<file path="config.mk">
export PLATFORM = sky130hd
export DESIGN_NAME = vdp_cpu_port_flat
export DESIGN_NICKNAME = d
export VERILOG_FILES = /design/src/rtl/vdp_pkg.sv /design/src/rtl/vdp_cpu_port_if.sv /design/src/rtl/vdp_regs.sv /design/src/rtl/vdp_cpu_port.sv /design/src/flat_wrapper.sv
export SDC_FILE = /design/constraint.sdc
export NUM_CORES = 1
export LEC_CHECK = 0
export CAP_MARGIN = 20
export CORE_ASPECT_RATIO = 1.25
export CORE_MARGIN = 3
export CORE_UTILIZATION = 44
export CTS_CLUSTER_DIAMETER = 120
export DETAILED_ROUTE_END_ITERATION = 10
export PLACE_DENSITY = 0.73
export SYNTH_ARGS = -nofsm -noshare
export SYNTH_HDL_FRONTEND = slang
export SYNTH_SLANG_ARGS = --single-unit
</file>
<file path="constraint.sdc">
create_clock -name clk -period 2.55 [get_ports clk]
set_input_delay 0.3825 -clock clk [delete_from_list [all_inputs] [get_ports clk]]
set_output_delay 0.3825 -clock clk [all_outputs]
set_load 0.02 [all_outputs]
</file>
<file path="src/rtl/vdp_pkg.sv">
// Shared constants for the VDP CPU port: access codes, register indices and
// the port FSM encoding.
package vdp_pkg;
  localparam logic [1:0] VRAM_RD = 2'd0;
  localparam logic [1:0] VRAM_WR = 2'd1;
  localparam logic [1:0] REG_WR  = 2'd2;
  localparam logic [1:0] CRAM_WR = 2'd3;

  localparam int REG_MODE1    = 1;
  localparam int REG_NAME     = 2;
  localparam int REG_SAT      = 5;
  localparam int REG_SPG      = 6;
  localparam int REG_BACKDROP = 7;
  localparam int REG_HSCROLL  = 8;
  localparam int REG_VSCROLL  = 9;

  typedef enum logic [1:0] {
    ST_IDLE    = 2'd0,
    ST_FETCH_A = 2'd1,
    ST_FETCH_D = 2'd2
  } port_state_t;
endpackage

</file>
<file path="src/rtl/vdp_cpu_port_if.sv">
// CPU-side bus of the VDP: port select, one-cycle strobes, write and read data.
interface vdp_cpu_port_if;
  logic       cpu_sel;
  logic       cpu_wr;
  logic       cpu_rd;
  logic [7:0] cpu_di;
  logic [7:0] cpu_do;

  modport master (output cpu_sel, cpu_wr, cpu_rd, cpu_di, input cpu_do);
  modport slave  (input cpu_sel, cpu_wr, cpu_rd, cpu_di, output cpu_do);
endinterface

</file>
<file path="src/rtl/vdp_regs.sv">
// VDP register file with the field decode consumed by the display pipeline.
module vdp_regs
  import vdp_pkg::*;
#(
  parameter int NUM_REGS = 11
) (
  input  logic        clk,
  input  logic        rst,
  input  logic        we,
  input  logic [3:0]  idx,
  input  logic [7:0]  wd,
  output logic [13:0] name_table_addr,
  output logic [13:0] sprite_attr_addr,
  output logic [13:0] sprite_pat_base,
  output logic [7:0]  hscroll,
  output logic [7:0]  vscroll,
  output logic [3:0]  backdrop,
  output logic        display_en
);
  logic [7:0] regs [NUM_REGS];
  logic [7:0] rv   [16];

  always_ff @(posedge clk or negedge rst) begin
    if (!rst) begin
      for (int i = 0; i < NUM_REGS; i++) regs[i] <= '0;
    end else if (we && (32'(idx) < NUM_REGS)) begin
      regs[idx] <= wd;
    end
  end

  // Unimplemented indices read as zero so the decode holds for small NUM_REGS.
  for (genvar g = 0; g < 16; g++) begin : g_rv
    if (g < NUM_REGS) begin : g_impl
      assign rv[g] = regs[g];
    end else begin : g_zero
      assign rv[g] = '0;
    end
  end

  assign name_table_addr  = {rv[REG_NAME][3:1], 11'b0};
  assign sprite_attr_addr = {rv[REG_SAT][6:1], 8'b0};
  assign sprite_pat_base  = {rv[REG_SPG][2], 13'b0};
  assign backdrop         = rv[REG_BACKDROP][3:0];
  assign hscroll          = rv[REG_HSCROLL];
  assign vscroll          = rv[REG_VSCROLL];
  assign display_en       = rv[REG_MODE1][6];
endmodule

</file>
<file path="src/rtl/vdp_cpu_port.sv">
// VDP CPU port: two-byte control latch, VRAM read-ahead buffer, VRAM/CRAM
// writes, status read and register writes.
module vdp_cpu_port
  import vdp_pkg::*;
#(
  parameter int NUM_REGS = 11,
  parameter int VRAM_AW  = 14
) (
  input  logic               clk,
  input  logic               rst,
  vdp_cpu_port_if.slave      cpu,
  output logic               vram_we,
  output logic [VRAM_AW-1:0] vram_a,
  output logic [7:0]         vram_wd,
  input  logic [7:0]         vram_rd,
  output logic               cram_we,
  output logic [4:0]         cram_a,
  output logic [15:0]        cram_wd,
  input  logic [2:0]         status_in,
  output logic               status_rd,
  output logic [13:0]        name_table_addr,
  output logic [13:0]        sprite_attr_addr,
  output logic [13:0]        sprite_pat_base,
  output logic [7:0]         hscroll,
  output logic [7:0]         vscroll,
  output logic [3:0]         backdrop,
  output logic               display_en,
  output logic               busy,
  output logic               overrun
);
  port_state_t        state, state_nx;
  logic [VRAM_AW-1:0] addr, addr_nx, wr_a, wr_a_nx;
  logic [1:0]         code, code_nx;
  logic               latch, latch_nx;
  logic [7:0]         buffer, buf_nx, cram_lo, cram_lo_nx, do_q, do_nx, vram_wd_nx;
  logic               vram_we_nx, cram_we_nx, status_rd_nx, overrun_nx;
  logic [4:0]         cram_a_nx;
  logic [15:0]        cram_wd_nx;
  logic               reg_we;
  logic [3:0]         reg_idx;
  logic [7:0]         reg_wd;
  logic               strobe;

  assign strobe = cpu.cpu_wr | cpu.cpu_rd;

  always_comb begin
    state_nx     = state;
    addr_nx      = addr;
    code_nx      = code;
    latch_nx     = latch;
    buf_nx       = buffer;
    cram_lo_nx   = cram_lo;
    do_nx        = do_q;
    vram_we_nx   = 1'b0;
    wr_a_nx      = wr_a;
    vram_wd_nx   = vram_wd;
    cram_we_nx   = 1'b0;
    cram_a_nx    = cram_a;
    cram_wd_nx   = cram_wd;
    status_rd_nx = 1'b0;
    overrun_nx   = overrun;
    reg_we       = 1'b0;
    reg_idx      = cpu.cpu_di[3:0];
    reg_wd       = addr[7:0];
    case (state)
      ST_IDLE: begin
        // A simultaneous write and read is treated as the write alone.
        if (cpu.cpu_wr) begin
          if (cpu.cpu_sel) begin
            if (!latch) begin
              addr_nx[7:0] = cpu.cpu_di;
              latch_nx     = 1'b1;
            end else begin
              addr_nx[VRAM_AW-1:8] = cpu.cpu_di[VRAM_AW-9:0];
              code_nx              = cpu.cpu_di[7:6];
              latch_nx             = 1'b0;
              if (cpu.cpu_di[7:6] == VRAM_RD) state_nx = ST_FETCH_A;
              if (cpu.cpu_di[7:6] == REG_WR)  reg_we   = 1'b1;
            end
          end else begin
            latch_nx = 1'b0;
            buf_nx   = cpu.cpu_di;
            addr_nx  = addr + VRAM_AW'(1);
            if (code == CRAM_WR) begin
              // CRAM words are assembled from an even/odd byte pair.
              if (!addr[0]) begin
                cram_lo_nx = cpu.cpu_di;
              end else begin
                cram_we_nx = 1'b1;
                cram_a_nx  = addr[5:1];
                cram_wd_nx = {cpu.cpu_di, cram_lo};
              end
            end else begin
              vram_we_nx = 1'b1;
              wr_a_nx    = addr;
              vram_wd_nx = cpu.cpu_di;
            end
          end
        end else if (cpu.cpu_rd) begin
          latch_nx = 1'b0;
          if (cpu.cpu_sel) begin
            do_nx        = {status_in, 5'b0};
            status_rd_nx = 1'b1;
          end else begin
            do_nx    = buffer;
            state_nx = ST_FETCH_A;
          end
        end
      end
      ST_FETCH_A: begin
        state_nx = ST_FETCH_D;
        if (strobe) overrun_nx = 1'b1;
      end
      ST_FETCH_D: begin
        state_nx = ST_IDLE;
        buf_nx   = vram_rd;
        addr_nx  = addr + VRAM_AW'(1);
        if (strobe) overrun_nx = 1'b1;
      end
      default: state_nx = ST_IDLE;
    endcase
  end

  always_ff @(posedge clk or negedge rst) begin
    if (!rst) begin
      state     <= ST_IDLE;
      addr      <= '0;
      code      <= '0;
      latch     <= 1'b0;
      buffer    <= '0;
      cram_lo   <= '0;
      do_q      <= '0;
      vram_we   <= 1'b0;
      wr_a      <= '0;
      vram_wd   <= '0;
      cram_we   <= 1'b0;
      cram_a    <= '0;
      cram_wd   <= '0;
      status_rd <= 1'b0;
      overrun   <= 1'b0;
    end else begin
      state     <= state_nx;
      addr      <= addr_nx;
      code      <= code_nx;
      latch     <= latch_nx;
      buffer    <= buf_nx;
      cram_lo   <= cram_lo_nx;
      do_q      <= do_nx;
      vram_we   <= vram_we_nx;
      wr_a      <= wr_a_nx;
      vram_wd   <= vram_wd_nx;
      cram_we   <= cram_we_nx;
      cram_a    <= cram_a_nx;
      cram_wd   <= cram_wd_nx;
      status_rd <= status_rd_nx;
      overrun   <= overrun_nx;
    end
  end

  // The fetch address is only presented while FETCH_A is outstanding.
  assign vram_a     = (state == ST_FETCH_A) ? addr : wr_a;
  assign busy       = (state != ST_IDLE);
  assign cpu.cpu_do = do_q;

  vdp_regs #(.NUM_REGS(NUM_REGS)) u_regs (
    .clk              (clk),
    .rst              (rst),
    .we               (reg_we),
    .idx              (reg_idx),
    .wd               (reg_wd),
    .name_table_addr  (name_table_addr),
    .sprite_attr_addr (sprite_attr_addr),
    .sprite_pat_base  (sprite_pat_base),
    .hscroll          (hscroll),
    .vscroll          (vscroll),
    .backdrop         (backdrop),
    .display_en       (display_en)
  );
endmodule

</file>
<file path="src/flat_wrapper.sv">
// flat-port wrapper written by rule: the top's interface ports become plain ports
module vdp_cpu_port_flat import vdp_pkg::*;
#(
  parameter int NUM_REGS = 11,
  parameter int VRAM_AW  = 14
)
  (clk, rst, vram_we, vram_a, vram_wd, vram_rd, cram_we, cram_a, cram_wd, status_in, status_rd, name_table_addr, sprite_attr_addr, sprite_pat_base, hscroll, vscroll, backdrop, display_en, busy, overrun, cpu_cpu_sel, cpu_cpu_wr, cpu_cpu_rd, cpu_cpu_di, cpu_cpu_do);
  vdp_cpu_port_if cpu_i ();
  input  logic clk;
  input  logic rst;
  output logic vram_we;
  output logic [VRAM_AW-1:0] vram_a;
  output logic [7:0] vram_wd;
  input  logic [7:0] vram_rd;
  output logic cram_we;
  output logic [4:0] cram_a;
  output logic [15:0] cram_wd;
  input  logic [2:0] status_in;
  output logic status_rd;
  output logic [13:0] name_table_addr;
  output logic [13:0] sprite_attr_addr;
  output logic [13:0] sprite_pat_base;
  output logic [7:0] hscroll;
  output logic [7:0] vscroll;
  output logic [3:0] backdrop;
  output logic display_en;
  output logic busy;
  output logic overrun;
  input wire logic [$bits(cpu_i.cpu_sel)-1:0] cpu_cpu_sel;
  input wire logic [$bits(cpu_i.cpu_wr)-1:0] cpu_cpu_wr;
  input wire logic [$bits(cpu_i.cpu_rd)-1:0] cpu_cpu_rd;
  input wire logic [$bits(cpu_i.cpu_di)-1:0] cpu_cpu_di;
  output wire logic [$bits(cpu_i.cpu_do)-1:0] cpu_cpu_do;
  assign cpu_i.cpu_sel = cpu_cpu_sel;
  assign cpu_i.cpu_wr = cpu_cpu_wr;
  assign cpu_i.cpu_rd = cpu_cpu_rd;
  assign cpu_i.cpu_di = cpu_cpu_di;
  assign cpu_cpu_do = cpu_i.cpu_do;
  vdp_cpu_port #(.NUM_REGS(NUM_REGS), .VRAM_AW(VRAM_AW)) u_core (.clk(clk), .rst(rst), .cpu(cpu_i), .vram_we(vram_we), .vram_a(vram_a), .vram_wd(vram_wd), .vram_rd(vram_rd), .cram_we(cram_we), .cram_a(cram_a), .cram_wd(cram_wd), .status_in(status_in), .status_rd(status_rd), .name_table_addr(name_table_addr), .sprite_attr_addr(sprite_attr_addr), .sprite_pat_base(sprite_pat_base), .hscroll(hscroll), .vscroll(vscroll), .backdrop(backdrop), .display_en(display_en), .busy(busy), .overrun(overrun));
endmodule
</file>
### After elaboration in Yosys (flattened, before gate mapping)

Cells that the tools add are included.
W data, S select, Z words.

| operators by class | value |
|---|---|
| add/sub/neg operators | 1 |
| equal/unequal tests | 13 |
| magnitude comparators | 3 |
| reductions and logical operators | 19 |
| bitwise gates (word level) | 6 |
| mux-type cells | 42 |

Operator list:

| operator | count |
|---|---|
| $bwmux W88 | 1 |
| $mux W14 | 3 |
| $mux W8 | 5 |
| $demux W8 S4 | 1 |
| $pmux W14 S2 | 1 |
| $mux W1 | 22 |
| $pmux W8 S2 | 1 |
| $reduce_and A5 Y1 | 3 |
| $add A14 B1 Y14 const B | 1 |
| $mux W2 | 6 |
| $ne A3 B3 Y1 const B | 4 |
| $reduce_and A3 Y1 | 4 |
| $ne A3 B2 Y1 const B | 3 |
| $reduce_and A4 Y1 | 2 |
| $eq A2 B2 Y1 const B | 3 |
| $mux W6 | 1 |
| $reduce_bool A2 Y1 | 3 |
| $ge A5 B5 Y1 const B | 1 |
| $lt A5 B1 Y1 const B | 1 |
| $not A4 Y5 | 1 |
| $logic_not A2 Y1 | 2 |
| $lt A4 B4 Y1 const B | 1 |
| $ne A2 B2 Y1 const B | 2 |
| $not A1 Y1 | 4 |
| 6 further kinds | 8 |

| word-level totals | value |
|---|---|
| word-level logic and storage cells | 111 |
| output and inout bits | 119 |
| flip-flop bits (word level) | 178 |

### Longest topological paths before layout

Gate-level depths: netlist of run 1.

| depth | value |
|---|---|
| word-level depth | 7 |
| mapped depth | 9 |

### By module

From an unflattened synthesis of run 1, not the netlist that was laid out.

| unflattened totals | value |
|---|---|
| cells, all modules | 454 |
| area, all modules | 5635.4 um2 |

By module, submodules not included:

| module | area each (um2) | instances | cells an instance |
|---|---|---|---|
| vdp_cpu_port | 4136.5 | 1 | 346 |
| vdp_regs | 1498.9 | 1 | 108 |

### Least setup slack after synthesis of run 1

No wires, ideal clock.

| timing | value |
|---|---|
| kind | reg-to-output |
| start | register u_core.state[1] |
| end | output port vram_a[0] |
| setup slack | 579 ps |
| required time | 2168 ps |
| buffers on the path | 2 |
| arrival time | 1588 ps |
| stages on the path, launching flop included | 6 |
| cells stage by stage | dfrtp_1 inv_1 ha_1 clkbuf_1 clkbuf_1 mux2_2 |

| between the ends | value |
|---|---|
| cells in the longest elaborated chain, start to end | 2 |

Ends and longest elaborated chain:

| element | line | source |
|---|---|---|
| from (decl) | vdp_cpu_port.sv:31 | `port_state_t state, state_nx;` |
| from (signal assigned) | vdp_cpu_port.sv:142 | `state <= state_nx;` |
| $eq A2 B1 Y1 | vdp_cpu_port.sv:161 | `assign vram_a = (state == ST_FETCH_A) ? addr : wr_a;` |
| $mux W14 | vdp_cpu_port.sv:161 |  |
| to (decl) | flat_wrapper.sv:12 | `output logic [VRAM_AW-1:0] vram_a;` |

No other way between the ends.

### Worst setup path after layout of run 1

| timing | value |
|---|---|
| start | register u_core.state[0] |
| end | output port busy |

| between the ends | value |
|---|---|
| cells in the longest elaborated chain, start to end | 1 |

Ends and longest elaborated chain:

| element | line | source |
|---|---|---|
| $reduce_bool A2 Y1 | vdp_cpu_port.sv:162 | `assign busy = (state != ST_IDLE);` |
| to (decl) | flat_wrapper.sv:27 | `output logic busy;` |

No other way between the ends.

==> impl_metrics.json, run 1 <==
{
  "finalMaxSlewViolations": 0,
  "drtIter0Drc": 277,
  "p_comb_share_pct": 37.5,
  "rrSetupSlack_ps": 540,
  "tns_ps": 0,
  "grt_setup_unrepaired": "false",
  "drt_first_pass_iters": 4,
  "worstSetupPathType": "flop to primary output",
  "wl_per_cell_um": 17.3,
  "grt_max_degree": 65,
  "clockRootBuffer": "clkbuf_16",
  "clock_sinks": 121,
  "worstRegToRegCells": 6,
  "port_buffers": 110,
  "ant_nets": 0,
  "ys_seq_area_share_pct": 52.8,
  "grt_pass1_wl_um": 21800,
  "dp_cells": 741,
  "ys_types": 48,
  "instances_no_fill": 772,
  "grt.total_usage_pct": 19.6,
  "power_density_nw_per_um2": 1170,
  "dp.final_hpwl_um": 9270,
  "worstSkewPairLatency_ps": 410,
  "ys_async_sr_fraction_pct": 100,
  "synth_ff_type": "dfrtp_1",
  "power_leakage_uw": 0.00347,
  "drive_gt1_share_pct": 26.2,
  "die_y_um": 134,
  "layout_setup_ws_ps": 145,
  "diodes": 0,
  "final_util_pct": 59.6,
  "fin_nets": 622,
  "avgSynthCellArea_um2": 12.1,
  "outcome": "finished clean",
  "vias": 3949,
  "p_sw_uw": 3030,
  "cts_buffer_depth": 2,
  "drc_errors": 0,
  "hold_viol": 0,
  "fmax_mhz": 416,
  "reg2reg_from": "u_core.state[0]",
  "crit_start": "u_core.state[0]",
  "fin_crit_sh_pct": 94.3,
  "crit_required_ps": 2170,
  "startpoint_type": "flop",
  "ir_drop_v": 0.000473,
  "slew_headroom_pct": 48.2,
  "num_rows": 46,
  "antenna_found_initial": 0,
  "endpoint_kind": "primary output",
  "die_w_um": 108,
  "drt_wl_total_um": 13300,
  "worstPathArrival_ps": 2020,
  "setup_violations": 0,
  "netlist_instances": 472,
  "initial_core_util_pct": 45.1,
  "synth_edf_count": 0,
  "r2r-end": "u_core.u_regs.sprite_attr_addr[10]",
  "skew_ps": 9.65,
  "die-area_um2": 14400,
  "place_ws_ps": 247,
  "cap_violations": 0,
  "place_congestion": 0.822,
  "netSwitchingFraction_pct": 34.1,
  "ys_warn_count": 0,
  "p_seq_share_pct": 33.6,
  "clkTransAtPathRegs_ps": 50,
  "htreeDepth": 4,
  "p_int_uw": 5850,
  "ys_ff_latch": 121,
  "area_delta_synth_final_pct": 32.3,
  "via_per_inst": 5.12,
  "post-route-min-period_ps": 2400,
  "cts_buffers": 17,
  "synth_area_um2": 5730,
  "hold_class": "flop to flop",
  "grt_pass1_vias": 4115,
  "cts_tree": "done",
  "critPathMaxFanout": 11,
  "cp-endpoint": "busy",
  "boundaryPins": 143,
  "tightest_slew_ps": 777,
  "pwr-share-clk_pct": 28.8,
  "overflow": 0,
  "core_um2": 12700
}
[area by class of cell]
class | count | area, µm²
Clock inverter | 7 | 139
Timing Repair Buffer | 137 | 1300
Sequential cell | 121 | 3030
Clock buffer | 23 | 498
Inverter | 10 | 37.5
Fill cell | 1053 | 5140
Tap cell | 168 | 210
Multi-Input combinational cell | 306 | 2370
[flip-flops by register name (all words and copies together), names as in the netlist, 2 cells and up]
| signal | cells |
|---|---|
| u_core.buffer | 8 |
| u_core.addr | 14 |
| u_core.cpu.cpu_do | 8 |
| u_core.wr_a | 14 |
| u_core.u_regs.name_table_addr | 3 |
| u_core.state | 2 |
| u_core.u_regs.backdrop | 4 |
| u_core.cram_wd | 16 |
| u_core.cram_lo | 8 |
| u_core.code | 2 |
| u_core.u_regs.vscroll | 8 |
| u_core.u_regs.sprite_attr_addr | 6 |
| u_core.u_regs.hscroll | 8 |
| u_core.vram_wd | 8 |
| u_core.cram_a | 5 |
[synthesized netlist by cell type (7+ instances only)]
library cell	n	area [µm²]
a21oi_1	17	85.1
a31oi_1	7	43.8
buf_2	10	50.1
buf_4	39	293
clkbuf_1	15	56.3
dfrtp_1	121	3030
inv_1	10	37.5
mux2_2	87	980
mux2i_1	13	130
nand2_1	31	116
nor2_1	23	86.3
o21ai_0	15	75.1
o22a_1	10	87.6
[cell families (layout without fill, tap and decap cells)]
| logic type | after synthesis | after routing | synth area share [%] |
|---|---|---|---|
| mux | 110 | 110 | 21.6 |
| compound gates | 63 | 63 | 7.21 |
| other cells | 1 | 32 | 0.0654 |
| buf+inv | 76 | 177 | 7.88 |
| fa+ha+maj | 5 | 5 | 1.09 |
| flops | 121 | 121 | 52.8 |
| simple gates | 96 | 96 | 9.32 |
[worst max-delay path: stages, from the launching register on]
cell             delay [ps]
dfrtp_1                 350
inv_1                    90
ha_1                    260
buf_4                   190
inv_1                   110
clkdlybuf4s50_1         620
[per-layer routing]
metal	global-route usage, %	up-vias	wire, µm
li1	-	1828	-
met1	23.9	1975	5310
met2	33.7	129	7070
met3	5.19	17	769
met4	6.18	0	191
met5	0	-	0
[repair_timing]
action	in CTS	in global routing
gates resized for setup	15	0
hold endpoints to repair	36	0
hold buffers	1	0
endpoints found under the setup margin	14	0
setup buffers	0	0
[worst min-delay path by stage]
stage | startpoint | end | slack [ps] | cells past startpoint
6_report | u_core.overrun | u_core.overrun | 460 | 1
5_1_grt | u_core.overrun | u_core.overrun | 480 | 1
4_1_cts | u_core.overrun | u_core.overrun | 470 | 1
3_5_place_dp | rst | u_core.cram_wd[1] | 390 | 1
3_3_place_gp | rst | u_core.cram_wd[1] | 380 | 1
2_1_floorplan | rst | u_core.addr[0] | 90 | 0
[stage by stage]
step	cell area, µm²	total power, µW	hold slack (ps)
floorplan	5850	5060	86.9
global placement	6950	6370	384
detailed placement	6950	6470	386
CTS	7580	8950	467
global route	7580	9360	477
finish	7580	8880	460
[cells in the final DEF (no fill, tap or decap), types with 7 or more instances in the layout]
| cell type | netlist | final |
|---|---|---|
| mux2i_1 | 13 | 13 |
| conb_1 | 1 | 32 |
| nor2_1 | 23 | 23 |
| dfrtp_1 | 121 | 121 |
| mux2_2 | 87 | 87 |
| a31oi_1 | 7 | 7 |
| dlygate4sd2_1 | 0 | 14 |
| o21ai_0 | 15 | 15 |
| buf_4 | 39 | 25 |
| o22a_1 | 10 | 10 |
| inv_1 | 10 | 10 |
| nand2_1 | 31 | 31 |
| clkdlybuf4s50_1 | 0 | 95 |
| clkbuf_16 | 0 | 17 |
| a21oi_1 | 17 | 17 |
[power groups by stage]
stage               Clock, µW  Sequential [µW]  Combinational, µW
floorplan                   0             3180               1880
global placement            0             2980               3390
detailed placement          0             3000               3460
CTS                      2600             2980               3370
global route             2680             3070               3600
finish                   2560             2980               3330
Note: power is estimated with default switching activity, not from simulation.
==> inputs of run 2 (changes only) <==
- clock period: 2.55 -> 2.8 ns (I/O delays scaled with it)
==> impl_metrics.json, run 2 (synthesis gave the netlist of run 1 again) <==
{
  "worstSkewPairLatency_ps": 400,
  "vias": 3932,
  "area_delta_synth_final_pct": 31.8,
  "num_rows": 46,
  "skew_ps": 5.68,
  "setup_violations": 0,
  "worstPathArrival_ps": 2210,
  "top_regs": "u_core.cram_wd x16, u_core.addr x14, u_core.wr_a x14",
  "worstSetupPathType": "flop to primary output",
  "crit_required_ps": 2380,
  "path_cells": "inv_1 > ha_1 > buf_4 > mux2_2 > clkdlybuf4s50_1",
  "drt-met1-wl_um": 5700,
  "endpoint_kind": "primary output",
  "grt.total_usage_pct": 19.9,
  "cts_resized": 0,
  "dp.final_hpwl_um": 9570,
  "power_density_nw_per_um2": 1080,
  "die-area_um2": 14400,
  "hold_class": "primary input to async pin",
  "wl_per_cell_um": 17.8,
  "tns_ps": 0,
  "finalMaxSlewViolations": 0,
  "final_common_cell": "dfrtp_1",
  "cap_violations": 0,
  "multi_input_area_um2": 2370,
  "cp_slowest_cell": "clkdlybuf4s50_1",
  "cts_tree": "done",
  "grt_max_degree": 61,
  "outcome": "finished clean",
  "antenna_found_initial": 0,
  "via_per_inst": 5.11,
  "tightest_slew_ps": 957,
  "grt_pass1_vias": 4233,
  "cts_buffers": 17,
  "nFillCells": 1054,
  "fin_nets": 618,
  "route.met3.wl_um": 639,
  "critPathMaxFanout": 15,
  "core_um2": 12700,
  "drt_first_pass_iters": 4,
  "drc_errors": 0,
  "ctsHoldBuffers": 0,
  "boundaryPins": 143,
  "dr.max_layer_used": "met4",
  "initial_core_util_pct": 45.1,
  "port_buffers": 110,
  "post-route-min-period_ps": 2630,
  "p_total_uw": 8160,
  "drtIter0Drc": 245,
  "slew_headroom_pct": 35.7,
  "diodes": 0,
  "layout_common_cells": "121 x dfrtp_1, 109 x clkdlybuf4s50_1, 87 x mux2_2, 32 x conb_1, 31 x nand2_1",
  "clockRootBuffer": "clkbuf_16",
  "power_leakage_uw": 0.00341,
  "fmax_mhz": 380,
  "fin_crit_sh_pct": 94.1,
  "largest_register_ffs": 16,
  "overflow": 0,
  "die_y_um": 134,
  "grt_pass1_wl_um": 22200,
  "die_w_um": 108,
  "grt_setup_unrepaired": "false",
  "hold_viol": 0,
  "place_congestion": 0.838,
  "clock_sinks": 121,
  "clkTransAtPathRegs_ps": 60,
  "ir_drop_v": 0.000499,
  "regArea_um2": 3030,
  "drive_gt1_share_pct": 26.1,
  "slowest_delay_ps": 550,
  "startpoint_type": "flop",
  "drt_wl_total_um": 13700,
  "ant_nets": 0,
  "largest-register": "u_core.cram_wd",
  "htreeDepth": 4,
  "cts_setup_buffers": 0,
  "dr_wl_met2_um": 7200,
  "cts_buffer_depth": 2
}
run 2: cell types whose count changed in the layout (fill, tap and decap cells not counted), sizes merged:
cell,previous run,this run
dlygate4sd2,14,0
inv,10,11
clkinvlp,0,2
clkinv,3,4
buf,27,24
clkdlybuf4s50,95,109
clkbuf,23,21
dlygate4sd3,1,0
run 2: cell type report:
class                   instances  area share, %
well taps                     168           2.78
multi-input cells             306           31.3
clock buffers                  21           6.23
repair buffers                133           16.8
flip-flops and latches        121           40.1
inverters                      10          0.497
clock inverters                11           2.22
run 2: layer usage:
layer,track usage (%),up-vias
li1,-,1826
met1,24.7,1972
met2,33.8,121
met3,4.75,13
met4,6.67,0
met5,0,-
run 2: worst max-delay path: cells and delay by family, from the launching register on:
family     cells  cell delay (ps)
buf+inv        3              900
flops          1              380
mux            1              370
fa+ha+maj      1              150
run 2: where the power goes:
part	switching, µW	internal (µW)	leakage [µW]
clock network	767	1560	0.000309
logic	1610	1490	0.00155
registers	419	2310	0.00155
total	2800	5360	0.00341
run 2: path summary, 6_finish.rpt:
check	depth (start not counted)	slack (ps)	from	end
max	5	170	u_core.state[1]	vram_a[0]
min	1	80	rst	u_core.cram_wd[3]
max reg2reg	6	340	u_core.state[0]	u_core.u_regs.sprite_attr_addr[11]
min reg2reg	2	470	u_core.cpu.cpu_do[5]	u_core.cpu.cpu_do[5]
max in group asynchronous	2	1870	rst	u_core.wr_a[5]
min in group clk	2	470	u_core.cpu.cpu_do[5]	u_core.cpu.cpu_do[5]
run 2: through the flow:
step	area, µm²	util, %	instances	setup slack [ps]	hold WS (ps)
3_3_place_gp	6910	54.4	738	422	450
6_report	7550	59.4	770	165	84.6
3_5_place_dp	6910	54.4	738	313	461
2_1_floorplan	5850	-	503	792	124
5_1_grt	7550	59.4	770	60.8	147
4_1_cts	7550	59.4	770	140	99.2
==> inputs of run 3 (changes only) <==
- DONT_BUFFER_PORTS: not set -> 1
- PLACE_DENSITY: 0.73 -> not set
==> impl_metrics.json, run 3 (synthesis gave the netlist of run 1 again) <==
{
  "die-area_um2": 14400,
  "fin_crit_sh_pct": 87.2,
  "place_congestion": 0.754,
  "area_delta_synth_final_pct": 11.9,
  "top_regs": "u_core.cram_wd x16, u_core.addr x14, u_core.wr_a x14",
  "diodes": 0,
  "drc_errors": 0,
  "drive_gt1_share_pct": 29.5,
  "final_common_cell": "dfrtp_1",
  "failed_checks": "hold timing",
  "hold_viol": 121,
  "cts_resized": 0,
  "path_cells": "inv_1 > ha_1 > nand4_4 > nor4_2 > and2_1 > mux2_1",
  "clockRootBuffer": "clkbuf_16",
  "ant_nets": 0,
  "largest_register_ffs": 16,
  "p_total_uw": 7490,
  "cts_buffer_depth": 2,
  "startpoint_type": "flop",
  "dp.final_hpwl_um": 8400,
  "worstPathArrival_ps": 2730,
  "skew_ps": 8.43,
  "grt_pass1_vias": 3532,
  "drt_first_pass_iters": 4,
  "slew_headroom_pct": 34.5,
  "htreeDepth": 4,
  "die_w_um": 108,
  "cts_tree": "done",
  "vias": 3449,
  "cts_setup_buffers": 0,
  "ir_drop_v": 0.000484,
  "worstSetupPathType": "flop to flop",
  "grt.total_usage_pct": 17.8,
  "via_per_inst": 5.36,
  "boundaryPins": 143,
  "cap_violations": 0,
  "grt_pass1_wl_um": 19700,
  "cp_num_buf_inv": 1,
  "power_density_nw_per_um2": 1170,
  "holdWs_ps": -300,
  "hold_class": "primary input to async pin",
  "antenna_found_initial": 0,
  "grt_max_degree": 122,
  "die_y_um": 134,
  "drtIter0Drc": 143,
  "cp_slowest_cell": "ha_1",
  "slowest_delay_ps": 510,
  "cts_buffers": 17,
  "fin_nets": 491,
  "crit_required_ps": 3090,
  "finalMaxSlewViolations": 0,
  "core_um2": 12700,
  "grt_setup_unrepaired": "false",
  "nFillCells": 1093,
  "drt_wl_total_um": 12500,
  "overflow": 0,
  "setup_violations": 0,
  "outcome": "finished, violations left",
  "port_buffers": 0,
  "clkTransAtPathRegs_ps": 60,
  "num_rows": 46,
  "worstSkewPairLatency_ps": 410,
  "fmax_mhz": 410,
  "largest-register": "u_core.cram_wd",
  "clock_sinks": 121,
  "post-route-min-period_ps": 2440,
  "wl_per_cell_um": 19.4,
  "layout_common_cells": "121 x dfrtp_1, 87 x mux2_2, 32 x conb_1, 31 x nand2_1, 23 x nor2_1",
  "initial_core_util_pct": 45.1,
  "path_delay_family": "simple AND/OR/NAND/NOR gates",
  "endpoint_kind": "flop",
  "tightest_slew_ps": 977,
  "tns_ps": 0,
  "power_leakage_uw": 0.00297,
  "critPathMaxFanout": 12
}
run 3: cell types whose count changed in the layout (fill, tap and decap cells not counted), moves of 2 or more:
| cell | before | now |
|---|---|---|
| buf_12 | 0 | 2 |
| buf_4 | 24 | 4 |
| bufinv_16 | 4 | 7 |
| clkbuf_8 | 3 | 0 |
| clkdlybuf4s50_1 | 109 | 0 |
| clkinv_4 | 1 | 4 |
run 3: per-stage QoR:
step	util, %	instances	instance area, µm²	setup slack [ps]	hold WS, ps
6_report	50.4	643	6410	359	-300
5_1_grt	50.4	643	6410	166	-321
3_5_place_dp	44.9	611	5710	361	128
2_1_floorplan	-	503	5850	792	124
4_1_cts	50.4	643	6410	326	-315
3_3_place_gp	44.9	611	5710	490	128
run 3: worst reg2reg max path: cells and delay by family (launching register included):
kind | cells | cell delay (ps)
AND/OR/NAND/NOR | 3 | 930
multiplexers | 1 | 360
flip-flops | 1 | 390
buffers and inverters | 1 | 130
adder cells (fa/ha/maj) | 1 | 510
run 3: path summary, 6_finish.rpt:
kind,cells after the start,start,slack [ps],end
hold reg to reg,2,u_core.wr_a[12],480,u_core.wr_a[12]
min in group clk,1,cpu_cpu_di[4],160,u_core.cram_wd[12]
hold / removal,0,rst,-300,u_core.u_regs.hscroll[7]
max in group asynchronous,0,rst,2900,u_core.state[1]
setup reg to reg,6,u_core.state[0],360,u_core.u_regs.sprite_attr_addr[12]
setup / recovery,6,u_core.state[0],360,u_core.u_regs.sprite_attr_addr[12]
run 3: routing by layer:
layer / vias to the layer above / global-route usage [%] / share of wire (%)
li1: 1576 / - / -
met1: 1730 / 21.3 / 40
met2: 118 / 28.8 / 49
met3: 25 / 6.88 / 8.1
met4: 0 / 7.30 / 2.3
met5: - / 0 / 0
run 3: area by class of cell:
cell class	count	area [µm²]	area share, %
multi-input cells	306	2370	36.9
flip-flops and latches	121	3030	47.2
repair buffers	6	70.1	1.09
clock inverters	15	272	4.24
inverters	10	37.5	0.586
well taps	168	210	3.28
clock buffers	17	425	6.64
run 3: where the power goes:
group | switching, µW | internal (µW)
combinational | 982 | 796
sequential | 849 | 2300
clock | 803 | 1760
total | 2630 | 4860
==> patch (config.mk and constraints of run 3) <==
Re-encode `port_state_t` (3 states) as one-hot, 3 bits wide.
--- a/src/rtl/vdp_pkg.sv
+++ b/src/rtl/vdp_pkg.sv
@@ -15,8 +15,8 @@
   localparam int REG_VSCROLL  = 9;
 
-  typedef enum logic [1:0] {
-    ST_IDLE    = 2'd0,
-    ST_FETCH_A = 2'd1,
-    ST_FETCH_D = 2'd2
+  typedef enum logic [2:0] {
+    ST_IDLE    = 3'b001,
+    ST_FETCH_A = 3'b010,
+    ST_FETCH_D = 3'b100
   } port_state_t;
 endpackage
Check against the original RTL: same outputs for any inputs over 4 cycles, from zero or initial values and one cycle with rst low; so few cycles prove little.
==> patch against run 3 <==
  * The run still ends with hold timing left
  * Worst setup slack gained 46 ps
  * Critical endpoint is now u_core.cram_a[0]$_DFFE_PN0P_
  * Largest power group unchanged
  * Final area fell by 1.1%
  * Sequential power decreased by 5%
  * Synthesized area up 1.4%
  * Worst hold slack better by 12 ps
  * Global-route usage grew 0.29 points
  * Total power shrank 17%
  * First-iteration DRC count up 110%
  * Die area increased by 1.4%
  * Wire length grew 3.3%
  * Sequential share of layout area increased by 0.92 points
  * Sequential cell count increased by 1
  * Non-clock buffer count up 3
  * Final cell count decreased by 2.2%
==> patch: results (changes against run 3) <==
dp_hpwl_mm: 8.55  # +1.8%
fillers: 1131  # +3.5%
maxUsedRoutingLayer: "met4"
r2r_start: "u_core.state[0]$_DFFE_PN1P_"
drive_gt1_share_pct: 33.2  # +3.7 points
avgSynthCellArea_um2: 12.7  # +5.0%
finalHoldViolations: 122  # +0.83%
regArea_um2: 3050  # +0.87%
global_route.usage.met1_pct: 23.0  # +1.7 points
worst-setup-path-type: "reg -> reg"
clk_share_pct: 9.27  # -1.6 points
violations: "hold timing"
gp_congestion: 0.769  # +2.0%
nMultiInputCombCells: 295  # -3.6%
post-place-ws_ps: 409  # +47.9 ps
grt_use_met2_pct: 29.2  # +0.44 points
maxSlewHeadroom_pct: 51.2  # +17 points
synthTopCellsByCount: "dfrtp_1 (121), mux2_2 (81), buf_4 (33), nand2_1 (28), o21ai_0 (24)"
multiInputGateArea_um2: 2410  # +1.7%
wl_met3_mm: 1.08  # +6.7%
met1_length_mm: 5.39  # +7.3%
final.setup_skew_ps: 8.34  # -0.0881 ps
instances_no_fill: 629  # -2.2%
post_dp_cell_area_um2: 5750  # +0.72%
grt_usage_pct: 18.1  # +0.29 points
cts_sinks: 122  # +0.83%
ys_types: 51  # +6.3%
seqAreaFraction_pct: 48.2  # +0.92 points
num-nonclk-inverters: 4  # -6
grtUsageMet3_pct: 6.50  # -0.38 points
synth-seq-area-share_pct: 52.5  # -0.30 points
reg2regPathDepth: 5  # -1
power.static_leakage_nw: 2.84  # -4.3%
nonClkBufAreaFrac_pct: 1.07  # -0.028 points
drtIter0Drc: 301  # +110%
grt_pass1_wl_mm: 20.3  # +2.9%
status: "complete, but fails checks"
area_growth_pct: 9.10
numPortBuffers: 0  # unchanged
cpPeakStageDelay_ps: 580  # +70 ps
nets: 474  # -3.5%
route.met2.wl_mm: 6.31  # +2.6%
first_global_vias: 3592  # +1.7%
grt_max_degree: 123  # +0.82%
nClkBuffers: 20  # +3
whs_ps: -288  # +12.1 ps
wl_per_cell_um: 20.5  # +5.6%
crit_path_top_delay_cell: "dfstp_2"
via_count: 3480  # +0.90%
n_all_buffers: 9  # +3
yosys-top-cells-area: "dfrtp_1 (52%), mux2_2 (16%), mux2_4 (4.9%), buf_4 (4.3%), o21ai_0 (2.1%)"
==> patch: path summary, 6_finish.rpt <==
kind | end | slack, ps
hold reg to reg | u_core.wr_a[13]$_DFFE_PN0P_ | 500
setup reg to reg | u_core.cram_a[0]$_DFFE_PN0P_ | 410
hold / removal | u_core.u_regs.sprite_attr_addr[13]$_DFFE_PN0P_ | -290
setup / recovery | u_core.cram_a[0]$_DFFE_PN0P_ | 410
max in group asynchronous | u_core.state[0]$_DFFE_PN1P_ | 2810
min in group clk | u_core.buffer[6]$_DFFE_PN0P_ | 140
==> patch: cell families after synthesis <==
family          Yosys count  share of synthesized area (%)
mux                     111                           22.5
other cells               1                         0.0645
compound gates           67                           7.56
flops                   122                           52.5
simple gates             84                           9.08
fa+ha+maj                 1                          0.215
buf+inv                  70                           8.05
==> patch: power breakdown <==
group	switching [mW]	internal, mW	total [mW]
Sequential	0.731	2.25	2.98
Clock	0.765	1.37	2.14
Combinational	0.516	0.596	1.11
